## src/rtl/rmii_game_rx.sv

```systemverilog
// rmii_game_rx - RMII receive deframer for the kart link.
//
// Detects preamble/SFD, assembles bytes from dibits (LSB first), filters on
// destination MAC (or broadcast), EtherType, length and byte alignment, and
// extracts the 44-bit opponent-state word from payload bytes 14..19.
//
// Optional feature: define RX_CRC_CHECK_EN to build the CRC-32 datapath and
// reject frames whose residue is not 32'hDEBB20E3.
//
// Ports:
//   eth_clk     in   1  50 MHz RMII reference clock
//   eth_rst     in   1  synchronous active-high reset
//   eth_crsdv   in   1  RMII carrier-sense / data-valid
//   eth_rxd     in   2  RMII receive dibit
//   axiov       out  1  one-cycle strobe, new accepted word on axiod
//   axiod       out 44  last accepted opponent-state word
//   drop        out  1  one-cycle strobe, frame discarded
//   good_count  out 16  accepted frame count (wraps)
module rmii_game_rx #(
   parameter logic [47:0] MAC_ADDR  = 48'h02_00_00_00_00_02,
   parameter logic [15:0] ETHERTYPE = 16'h88B5
) (
   input  logic        eth_clk,
   input  logic        eth_rst,
   input  logic        eth_crsdv,
   input  logic [1:0]  eth_rxd,
   output logic        axiov,
   output logic [43:0] axiod,
   output logic        drop,
   output logic [15:0] good_count
);

   typedef enum logic [2:0] {
      WAIT_IDLE,
      IDLE,
      PREAMBLE,
      DATA,
      CHECK
   } state_t;

   state_t      state_q, state_d;
   logic [2:0]  pre_cnt_q, pre_cnt_d;
   logic [1:0]  phase_q, phase_d;
   logic [10:0] byte_cnt_q, byte_cnt_d;
   logic [7:0]  shift_q, shift_d;
   logic [47:0] dest_q, dest_d;
   logic [15:0] type_q, type_d;
   logic [43:0] pay_q, pay_d;
   logic        axiov_q, axiov_d;
   logic        drop_q, drop_d;
   logic [43:0] axiod_q, axiod_d;
   logic [15:0] good_q, good_d;

   logic [7:0]  byte_nx;
   logic        crc_ok;
   logic        frame_ok;

   // Byte as it will look once the current dibit is shifted in.
   assign byte_nx = {eth_rxd, shift_q[7:2]};

`ifdef RX_CRC_CHECK_EN
   logic [31:0] crc_q, crc_d;

   function automatic logic [31:0] crc_dibit(input logic [31:0] c, input logic [1:0] d);
      logic [31:0] r;
      r = c;
      for (int unsigned i = 0; i < 2; i++) begin
         if (r[0] ^ d[i]) r = (r >> 1) ^ 32'hEDB88320;
         else             r = r >> 1;
      end
      return r;
   endfunction

   always_comb begin
      crc_d = crc_q;
      if (state_q == PREAMBLE && state_d == DATA) crc_d = '1;
      else if (state_q == DATA && eth_crsdv)      crc_d = crc_dibit(crc_q, eth_rxd);
   end

   always_ff @(posedge eth_clk) begin
      if (eth_rst) crc_q <= '1;
      else         crc_q <= crc_d;
   end

   assign crc_ok = (crc_q == 32'hDEBB20E3);
`else
   assign crc_ok = 1'b1;
`endif

   assign frame_ok = ((dest_q == MAC_ADDR) || (dest_q == '1)) &&
                     (type_q == ETHERTYPE) &&
                     (byte_cnt_q >= 11'd64) && (byte_cnt_q <= 11'd1518) &&
                     (phase_q == 2'd0) && crc_ok;

   always_comb begin
      state_d    = state_q;
      pre_cnt_d  = pre_cnt_q;
      phase_d    = phase_q;
      byte_cnt_d = byte_cnt_q;
      shift_d    = shift_q;
      dest_d     = dest_q;
      type_d     = type_q;
      pay_d      = pay_q;
      axiov_d    = 1'b0;
      drop_d     = 1'b0;
      axiod_d    = axiod_q;
      good_d     = good_q;

      unique case (state_q)
         WAIT_IDLE: begin
            if (!eth_crsdv) state_d = IDLE;
         end
         IDLE: begin
            if (eth_crsdv) begin
               if (eth_rxd == 2'b01) begin
                  state_d   = PREAMBLE;
                  pre_cnt_d = 3'd1;
               end else begin
                  state_d = WAIT_IDLE;
               end
            end
         end
         PREAMBLE: begin
            if (!eth_crsdv) begin
               state_d = IDLE;
            end else begin
               unique case (eth_rxd)
                  2'b01: if (pre_cnt_q != 3'd7) pre_cnt_d = pre_cnt_q + 3'd1;
                  2'b11: begin
                     if (pre_cnt_q >= 3'd4) begin
                        state_d    = DATA;
                        phase_d    = 2'd0;
                        byte_cnt_d = '0;
                     end else begin
                        state_d = WAIT_IDLE;
                     end
                  end
                  default: state_d = WAIT_IDLE;
               endcase
            end
         end
         DATA: begin
            if (!eth_crsdv) begin
               state_d = CHECK;
            end else begin
               shift_d = byte_nx;
               phase_d = phase_q + 2'd1;
               if (phase_q == 2'd3) begin
                  if (byte_cnt_q != 11'd2047) byte_cnt_d = byte_cnt_q + 11'd1;
                  if (byte_cnt_q <= 11'd5)
                     dest_d = {dest_q[39:0], byte_nx};
                  else if (byte_cnt_q == 11'd12 || byte_cnt_q == 11'd13)
                     type_d = {type_q[7:0], byte_nx};
                  else if (byte_cnt_q >= 11'd14 && byte_cnt_q <= 11'd18)
                     pay_d = {pay_q[35:0], byte_nx};
                  else if (byte_cnt_q == 11'd19)
                     // Only the high nibble of the last payload byte is kept.
                     pay_d = {pay_q[39:0], byte_nx[7:4]};
               end
            end
         end
         CHECK: begin
            state_d = IDLE;
            if (frame_ok) begin
               axiov_d = 1'b1;
               axiod_d = pay_q;
               good_d  = good_q + 16'd1;
            end else begin
               drop_d = 1'b1;
            end
         end
         default: state_d = WAIT_IDLE;
      endcase
   end

   always_ff @(posedge eth_clk) begin
      if (eth_rst) begin
         state_q    <= WAIT_IDLE;
         pre_cnt_q  <= '0;
         phase_q    <= '0;
         byte_cnt_q <= '0;
         shift_q    <= '0;
         dest_q     <= '0;
         type_q     <= '0;
         pay_q      <= '0;
         axiov_q    <= 1'b0;
         drop_q     <= 1'b0;
         axiod_q    <= '0;
         good_q     <= '0;
      end else begin
         state_q    <= state_d;
         pre_cnt_q  <= pre_cnt_d;
         phase_q    <= phase_d;
         byte_cnt_q <= byte_cnt_d;
         shift_q    <= shift_d;
         dest_q     <= dest_d;
         type_q     <= type_d;
         pay_q      <= pay_d;
         axiov_q    <= axiov_d;
         drop_q     <= drop_d;
         axiod_q    <= axiod_d;
         good_q     <= good_d;
      end
   end

   assign axiov      = axiov_q;
   assign drop       = drop_q;
   assign axiod      = axiod_q;
   assign good_count = good_q;

endmodule

```

## config.mk

```make
export PLATFORM = sky130hd
export DESIGN_NAME = rmii_game_rx
export DESIGN_NICKNAME = d
export VERILOG_FILES = /design/src/rtl/rmii_game_rx.sv
export SDC_FILE = /design/constraint.sdc
export NUM_CORES = 1
export LEC_CHECK = 0
export CAP_MARGIN = 20
export CORE_AREA = 5 5 199 201
export DETAILED_ROUTE_END_ITERATION = 12
export DIE_AREA = 0 0 204 206
export GPL_ROUTABILITY_DRIVEN = 1
export SLEW_MARGIN = 20
export SYNTH_ARGS = -nofsm -noshare
export SYNTH_HDL_FRONTEND = slang
export SYNTH_SLANG_ARGS = --single-unit
```

## constraint.sdc

```tcl
create_clock -name eth_clk -period 4.31 [get_ports eth_clk]
set_input_delay 0.862 -clock eth_clk [delete_from_list [all_inputs] [get_ports eth_clk]]
set_output_delay 0.862 -clock eth_clk [all_outputs]
set_load 0.005 [all_outputs]
```

==> results of run 1 <==
-- synthesized netlist by cell type, drive strengths merged (3+ instances only) --
master	count	area share [%]
nand2	148	6.2
nor4b	3	0.29
dfxtp	195	44
nor2	33	1.4
and2	4	0.28
or4	4	0.34
nor3	5	0.34
nand4	20	1.4
nand3	31	1.7
clkbuf	52	2.2
mux2i	91	10
a211oi	54	4.6
ha	8	1.1
and3	5	0.35
nor2b	16	1.1
mux2	15	1.9
o21ai	10	0.56
xnor2	3	0.29
nor4	14	0.98
or3	8	0.62
nor4bb	3	0.34
nor3b	4	0.52
nand2b	92	6.5
inv	7	0.29
a2111oi	7	0.81
buf	26	1.9
nand4b	4	0.39
a21oi	129	7.2
-- flip-flops by register name (all words and copies together), names as in the netlist, 6 cells and up --
signal	count
good_count	16
byte_cnt_q	11
type_q	16
pay_q	44
axiod	44
shift_q	6
dest_q	48
-- where the power goes --
part / total, mW / internal [mW] / switching (mW)
Clock: 1.64 / 0.802 / 0.839
Combinational: 0.0697 / 0.0252 / 0.0444
Sequential: 1.80 / 1.80 / 0.00328
Total: 3.51 / 2.63 / 0.886
-- per-layer routing --
| metal | routed length, µm | share of wire (%) | vias to the layer above | global-route usage (%) |
|---|---|---|---|---|
| li1 | - | - | 3641 | - |
| met1 | 9870 | 47 | 3437 | 13.3 |
| met2 | 10300 | 49 | 90 | 16.3 |
| met3 | 740 | 3.5 | 17 | 2.29 |
| met4 | 189 | 0.90 | 2 | 2.18 |
| met5 | 13 | 0.062 | - | 0 |
-- worst max-delay path by stage --
stage | end | cells past startpoint | start | slack (ns)
finish | axiod[10] | 6 | dest_q[6] | 1.24
global route | axiod[24] | 6 | dest_q[0] | 0.97
CTS | axiod[10] | 6 | dest_q[2] | 1.16
detailed placement | type_q[9] | 6 | eth_crsdv | 1.07
global placement | pay_q[42] | 7 | eth_crsdv | 1.15
floorplan | dest_q[11] | 8 | eth_crsdv | 1.99
-- worst max-delay path: stages, from the launching register on --
cell      delay, ns
dfxtp_1        0.34
nor4_1         0.35
nand4_1        0.13
or4_1          0.88
a211oi_4       0.76
buf_12         0.30
mux2i_1        0.22
-- logic make-up after synthesis --
family / count (synthesis)
flip-flops: 195
XOR/XNOR: 4
buffers and inverters: 85
multiplexers: 106
AO/OA/AOI/OAI: 214
AND/OR/NAND/NOR: 403
adder cells (fa/ha/maj): 8
-- stage by stage --
step / setup WS [ns] / cells / util [%] / hold slack, ns
2_1_floorplan: 1.99 / 1015 / - / 0.436
3_3_place_gp: 1.15 / 1528 / 26.8 / 0.445
3_5_place_dp: 1.07 / 1528 / 26.8 / 0.458
4_1_cts: 1.16 / 1560 / 28.5 / 0.470
5_1_grt: 0.966 / 1560 / 28.5 / 0.489
6_report: 1.24 / 1561 / 28.5 / 0.466
-- final cells by class --
class | instances | share of cell area (%)
Clock inverter | 15 | 1.87
Tap cell | 511 | 6.00
Sequential cell | 195 | 36.7
Clock buffer | 17 | 3.99
Inverter | 7 | 0.247
Multi-Input combinational cell | 735 | 43.6
Timing Repair Buffer | 80 | 7.55
Antenna cell | 1 | 0.0235
==> results, run 1 <==
- The flow ran to the end, and the final reports show no timing, DRC or antenna violations.
- In the final routed layout, each cell accounts on average for 13.5 µm.
- The clock latency on the worst-skew pair is 0.45 ns.
- From synthesis to final layout, the design area changed by 19.5%.
- For this run, design rule violations remaining after detail routing come to 0.
- Summing the areas of all compound-gate instances in the mapped netlist gives 14.5% of the synthesized area.
- The cell area after placement is 10000 µm².
- Counting distinct cell types in the post-synthesis netlist gives 57.
- The number of cell instances on the worst register-to-register path is 6.
- The number of port buffers is 66.
- The initial utilization of the core area, before any placement, comes to 23.8%.
- The overall power after layout is 3.51 mW.
- The CTS sink count is 195.
- The worst path arrival time is 3.44 ns.
- The leakage power summed over all cells is 3.45 nW.
- Setup repair after global routing left no endpoint under its margin.
- At the pin with the least slew margin, the transition time is 0.798 ns.
- The fraction of layout cells with a size suffix above 1 is 5.82%.
- The simple logic cell fraction of the synthesized area is 23.7%.
- The vertical extent of the die is 206 µm.
- The area share of xor/xnor cells in the synthesized design is 0.393%.
- The most common library cell in the layout ignoring fill and taps is dfxtp_1.
- The number of endpoints with negative hold slack in the final report is 0.
- In the synthesized netlist the dominant register cell turns out to be dfxtp_1.
- The summed negative setup slack over all endpoints is 0 ns.
- After synthesis, the largest family of logic cells by area is simple AND/OR/NAND/NOR gates.
- Counting flops with an async set or reset pin after synthesis yields a share of 0%.
- The worst pin sits at a relative slew slack of 46.8%.
- Power spread over the standard cell area amounts to 330 nW/µm².
- The number of max-slew violations in the final report came to 0.
- 67 I/O pins were placed.
- The mux cell area share after synthesis is 12.1%.
- The worst register-to-register path begins at dest_q[6].
- The setup-violating endpoint count in the final report is 0.
- In the global route stage, overall resource usage came out at 9.90%.
- In the synthesized netlist, the number of instances is 1015.
- The register bit total from synthesis is 195.
- The clock tree synthesis step divided the H-tree into 4 levels.
- The average instance area after synthesis is 8.78 µm².
- The worst register-to-register path has a setup slack of 1.24 ns.
- The count of buffers added by post-CTS timing repair for setup is 0.
- The overall die width is 204 µm.
- The first-pass detailed-route iteration total is 4.
- The min-delay analysis places its worst path in the category flop to flop.
- The worst hold path passes through 2 cells.
- The worst setup path is launched from a flop.
- At the end of the flow, the number of nets in the layout was 1049.
- In this run, the number of DRC markers left after iteration 0 of detailed routing was 470.
- In the layout the commonest cells are 195 x dfxtp_1, 147 x nand2_1, 128 x a21oi_1, 92 x nand2b_1, 91 x mux2i_1.
- Along the worst path, the maximum fanout reaches 27.
- Summing over every cut layer, the via total after detailed routing is 7187.
- The clock skew is 0.0190 ns.
- The tool flagged a number of max-cap violations equal to 0.
- The initial antenna violation count is 1.
- Clock tree synthesis selected as its root buffer the cell clkbuf_16.
- The number of nets in the synthesized netlist is 1028.
- The endpoint of the worst register-to-register path is axiod[10].
- Summed over all layers, the global routing overflow is 0.
- In this run, post-CTS hold repair placed 0 buffers.
- The worst hold path begins at type_q[15].
- Of the total synthesized cell area, the portion taken by full adders, half adders and majority gates is 1.12%.
- In this run, post-CTS repair resized a total of 0 instances.
- The global placement routability congestion is 0.767.
- The achievable frequency is 0.326 GHz.
- The clock passes through at most 2 buffers.
- The sum of routed wire length over all layers is 21100 µm.
- TritonCTS created 17 clock buffers.
- Entering global routing, the biggest net connects 106 pins.
- TritonCTS built the clock tree.
- In the final layout, the multi-input gates occupy 4650 µm².
- The category of the critical setup timing path is flop to flop.
- Sequential cells were found to cover 43.8% of the synthesized design area.
- The finished cells cover 10600 µm².
- Across the whole layout, storage elements account for 3900 µm².
- The number of vias per cell is 4.60.
- The count of synthesis-stage warnings from yosys is 0.
- The number of global-route vias before repair is 6657.
- The floorplan die area is 42000 µm².
- The global-route wire length before repair is 34900 µm.
- The worst path in the final design needs a cycle of 3.07 ns, including I/O delays and setup.
- STA puts the critical path data required time at 4.68 ns.
- In this run, synthesis inferred 0 flip-flops with an integrated enable.
- The placed wire-length estimate is 13800 µm.
- In this run the core area contains 71 standard-cell rows.
- The peak supply drop is 0.276 mV.
- Summing every instance area after synthesis gives 8910 µm².
- After filler insertion, the fill cell instance count of the layout stands at 3937.
- The placeable core region is 37400 µm².
- The post-detailed-route count of antenna-violating nets is 0.
- The post-CTS clock slew at the launch and capture registers of the worst setup and hold paths is 0.09 ns.
- The fraction of the cycle the final worst path needs is 71.1%.
- For hold timing, the worst endpoint is type_q[15].
- The nature of the critical path endpoint is a flop.
Note: power is estimated with default switching activity, not from simulation.
==> run 2, diff against run 1 <==
Clock period 4.31 ns to 2.6 ns, I/O delays scaled along.
==> run 2 against run 1 <==
Non-clock buffer count rose by 30; combinational power rose by 79%; clock power rose by 72%; final area rose by 3.2%; register-to-register slack got worse by 1.1 ns; largest power group unchanged.
==> results, run 2 (synthesized netlist as in run 1, its figures left out) <==
- Leading cell types in the layout, fill and taps excluded: 195 x dfxtp_1, 147 x nand2_1, 128 x a21oi_1, 92 x nand2b_1, 91 x mux2i_1 (unchanged).
- The category of the critical setup timing path is flop to flop (unchanged).
- The slew at the pin with the worst max-slew slack is 0.600 ns (was 0.798 ns).
- The maximum fanout along the worst path was 17 (was 27).
- The number of port buffers is 66 (unchanged).
- The post-detailed-route count of antenna-violating nets was 0 (unchanged).
- The vertical extent of the die is 206 µm (unchanged).
- The nature of the critical path endpoint is a flop (unchanged).
- The number of global-route vias before repair is 6979 (was 6657).
- The global-route wire length before repair is 35600 µm (was 34900 µm).
- The first-pass detailed-route iteration total is 4 (unchanged).
- The overall track demand over capacity in global routing is 10.1% (was 9.90%).
- The floorplan die area is 42000 µm² (unchanged).
- The cell family with the largest share of critical-path delay is simple AND/OR/NAND/NOR gates (unchanged).
- The violation count after the first detailed-routing iteration was 416 (was 470).
- The worst path arrival time is 2.81 ns (was 3.44 ns).
- The clock tree from TritonCTS is yes (unchanged).
- The placeable core region was 37400 µm² (unchanged).
- The area taken by multi-input logic gates is 4690 µm² (was 4650 µm²).
- The peak supply drop is 0.436 mV (was 0.276 mV).
- The most common library cell in the layout ignoring fill and taps was dfxtp_1 (unchanged).
- The root buffer selected by CTS is clkbuf_16 (unchanged).
- The register with the most flip-flops is dest_q (unchanged).
- The sum of overflow across all layers after global routing is 0 (unchanged).
- The post-synthesis to final-layout area growth was 23.3% (was 19.5%).
- The sequential cell area in the final layout is 3900 µm² (unchanged).
- The number of max-capacitance violations reported is 0 (unchanged).
- The effective utilization at floorplan came to 23.8% (unchanged).
- The worst setup timing slack at the placement stage was 0.0937 ns (was 1.07 ns).
- The number of filler cells placed in the layout is 3940 (was 3937).
- The buffers plus inverters on the worst setup path is 3 (was 1).
- The pin count of the biggest net entering global routing is 89 (was 106).
- The depth of the CTS H-tree is 4 (unchanged).
- The sum of routed wire length over all layers was 21600 µm (was 21100 µm).
- The detail-routed net length per standard cell is 13.6 µm (was 13.5 µm).
- The setup-violating endpoint count in the final report is 0 (unchanged).
- The number of flip-flops under the largest register name is 48 (unchanged).
- The achievable frequency is 0.408 GHz (was 0.326 GHz).
- RSZ-0062 raised after global routing: no (unchanged).
- The global placement routability congestion is 0.771 (was 0.767).
- The sort of element at the start of the critical path is a flop (unchanged).
- The number of antenna cells inserted is 0 (was 1).
- The clock skew is 0.00995 ns (was 0.0190 ns).
- The top-level I/O count is 67 (unchanged).
- The overall power after layout came to 5.94 mW (was 3.51 mW).
- The initial antenna violation count is 0 (was 1).
- The overall die width is 204 µm (unchanged).
- The minimum setup slack in the final design is 0.146 ns (was 1.24 ns).
- The placed wire-length estimate is 14500 µm (was 13800 µm).
- The ratio of total power to cell area is 541 nW/µm² (was 330 nW/µm²).
- The clock latency on the worst-skew pair is 0.44 ns (was 0.45 ns).
- The post-CTS clock slew at the launch and capture registers of the worst setup and hold paths is 0.07 ns (was 0.09 ns).
- The count of standard-cell rows is 71 (unchanged).
- The highest cell delay on the worst timing path is 0.57 ns (was 0.88 ns).
- The worst endpoint required time came to 2.96 ns (was 4.68 ns).
- The leakage power summed over all cells is 3.64 nW (was 3.45 nW).
- The post-cts hold buffer count is 0 (unchanged).
- The number of nets at the end of the flow is 1079 (was 1049).
- Run status: finished clean (unchanged).
- The summed negative setup slack over all endpoints is 0 ns (unchanged).
- Cell chain of the critical path: nor4_2, nand4_1, or4_1, buf_6, a211oi_4, buf_12, buf_4, mux2i_1 (was nor4_1, nand4_1, or4_1, a211oi_4, buf_12, mux2i_1).
- The placed instance count is 1557 (was 1528).
- The cell with the biggest individual delay on the critical path is or4_1 (unchanged).
- The worst hold-check path type is flop to flop (unchanged).
- The CTS sink count came to 195 (unchanged).
- The remaining design rule violation count is 0 (unchanged).
- The fraction of the cycle the final worst path needs was 94.4% (was 71.1%).
- The number of max-slew violations in the final report is 0 (unchanged).
- The number of endpoints with negative hold slack in the final report came to 0 (unchanged).
- The number of buffers created by CTS is 17 (unchanged).
- The fraction of layout cells with a size suffix above 1 was 8.73% (was 5.82%).
- The minimum period implied by the final worst setup slack was 2.45 ns (was 3.07 ns).
- The number of buffers on the longest clock path is 2 (unchanged).
- The worst slew margin relative to its limit came to 60.0% (was 46.8%).
- The final non-filler cell total is 1588 (was 1561).
- The number of vias per cell is 4.58 (was 4.60).
- The count of vias placed by the detailed router is 7278 (was 7187).
==> run 2: layout make-up <==
type,count,area share (%)
Multi-Input combinational cell,735,42.7
Clock buffer,20,4.07
Clock inverter,10,1.59
Tap cell,511,5.82
Timing Repair Buffer,110,10.1
Inverter,7,0.239
Sequential cell,195,35.5
==> run 2: stage by stage <==
stage                     utilization (%)  area, µm²  hold slack [ns]
after floorplan                         -       8910            0.436
after CTS                            29.2      10900            0.468
final                                29.4      11000            0.465
after detailed placement             27.6      10300            0.459
after global placement               27.6      10300            0.445
after global routing                 29.4      11000            0.493
==> run 2: timing repair <==
| item | 4_1_cts | 5_1_grt |
|---|---|---|
| buffers inserted | 0 | 1 |
| gates resized for setup | 0 | 8 |
| setup endpoints to repair | 0 | 22 |
==> run 2: final timing paths <==
path | from | end | slack [ns] | depth (start not counted)
setup reg to reg | dest_q[18] | axiod[2] | 0.15 | 8
hold / removal | pre_cnt_q[1] | pre_cnt_q[1] | 0.47 | 2
setup / recovery | dest_q[18] | axiod[2] | 0.15 | 8
hold reg to reg | pre_cnt_q[1] | pre_cnt_q[1] | 0.47 | 2
==> run 2: tightest hold or removal path: stages, from the launching register on <==
cell	delay (ns)
dfxtp_1	0.32
nand2_1	0.05
a21oi_1	0.05
==> run 2: where the power goes <==
part | leakage [nW] | switching (mW) | internal (mW)
Combinational | 1.77 | 0.0767 | 0.0482
Sequential | 1.57 | 0.00485 | 2.99
Clock | 0.303 | 1.18 | 1.65
==> run 2: layer usage <==
metal / track usage [%] / share of wire, % / vias to the layer above
met1: 12.7 / 47 / 3497
met3: 1.79 / 2.9 / 12
li1: - / - / 3678
met4: 2.66 / 0.86 / 0
met5: 0 / 0 / -
met2: 17.7 / 50 / 91
==> run 3, diff against run 2 <==
==> constraint.sdc (replaced) <==
create_clock -name eth_clk -period 2.6 [get_ports eth_clk]
set_input_delay 0.52 -clock eth_clk [delete_from_list [all_inputs] [get_ports eth_clk]]
set_output_delay 0.52 -clock eth_clk [all_outputs]
set_load 0.01 [all_outputs]
==> results of run 3 <==
The final DEF is identical to that of run 2. Status: finished clean.
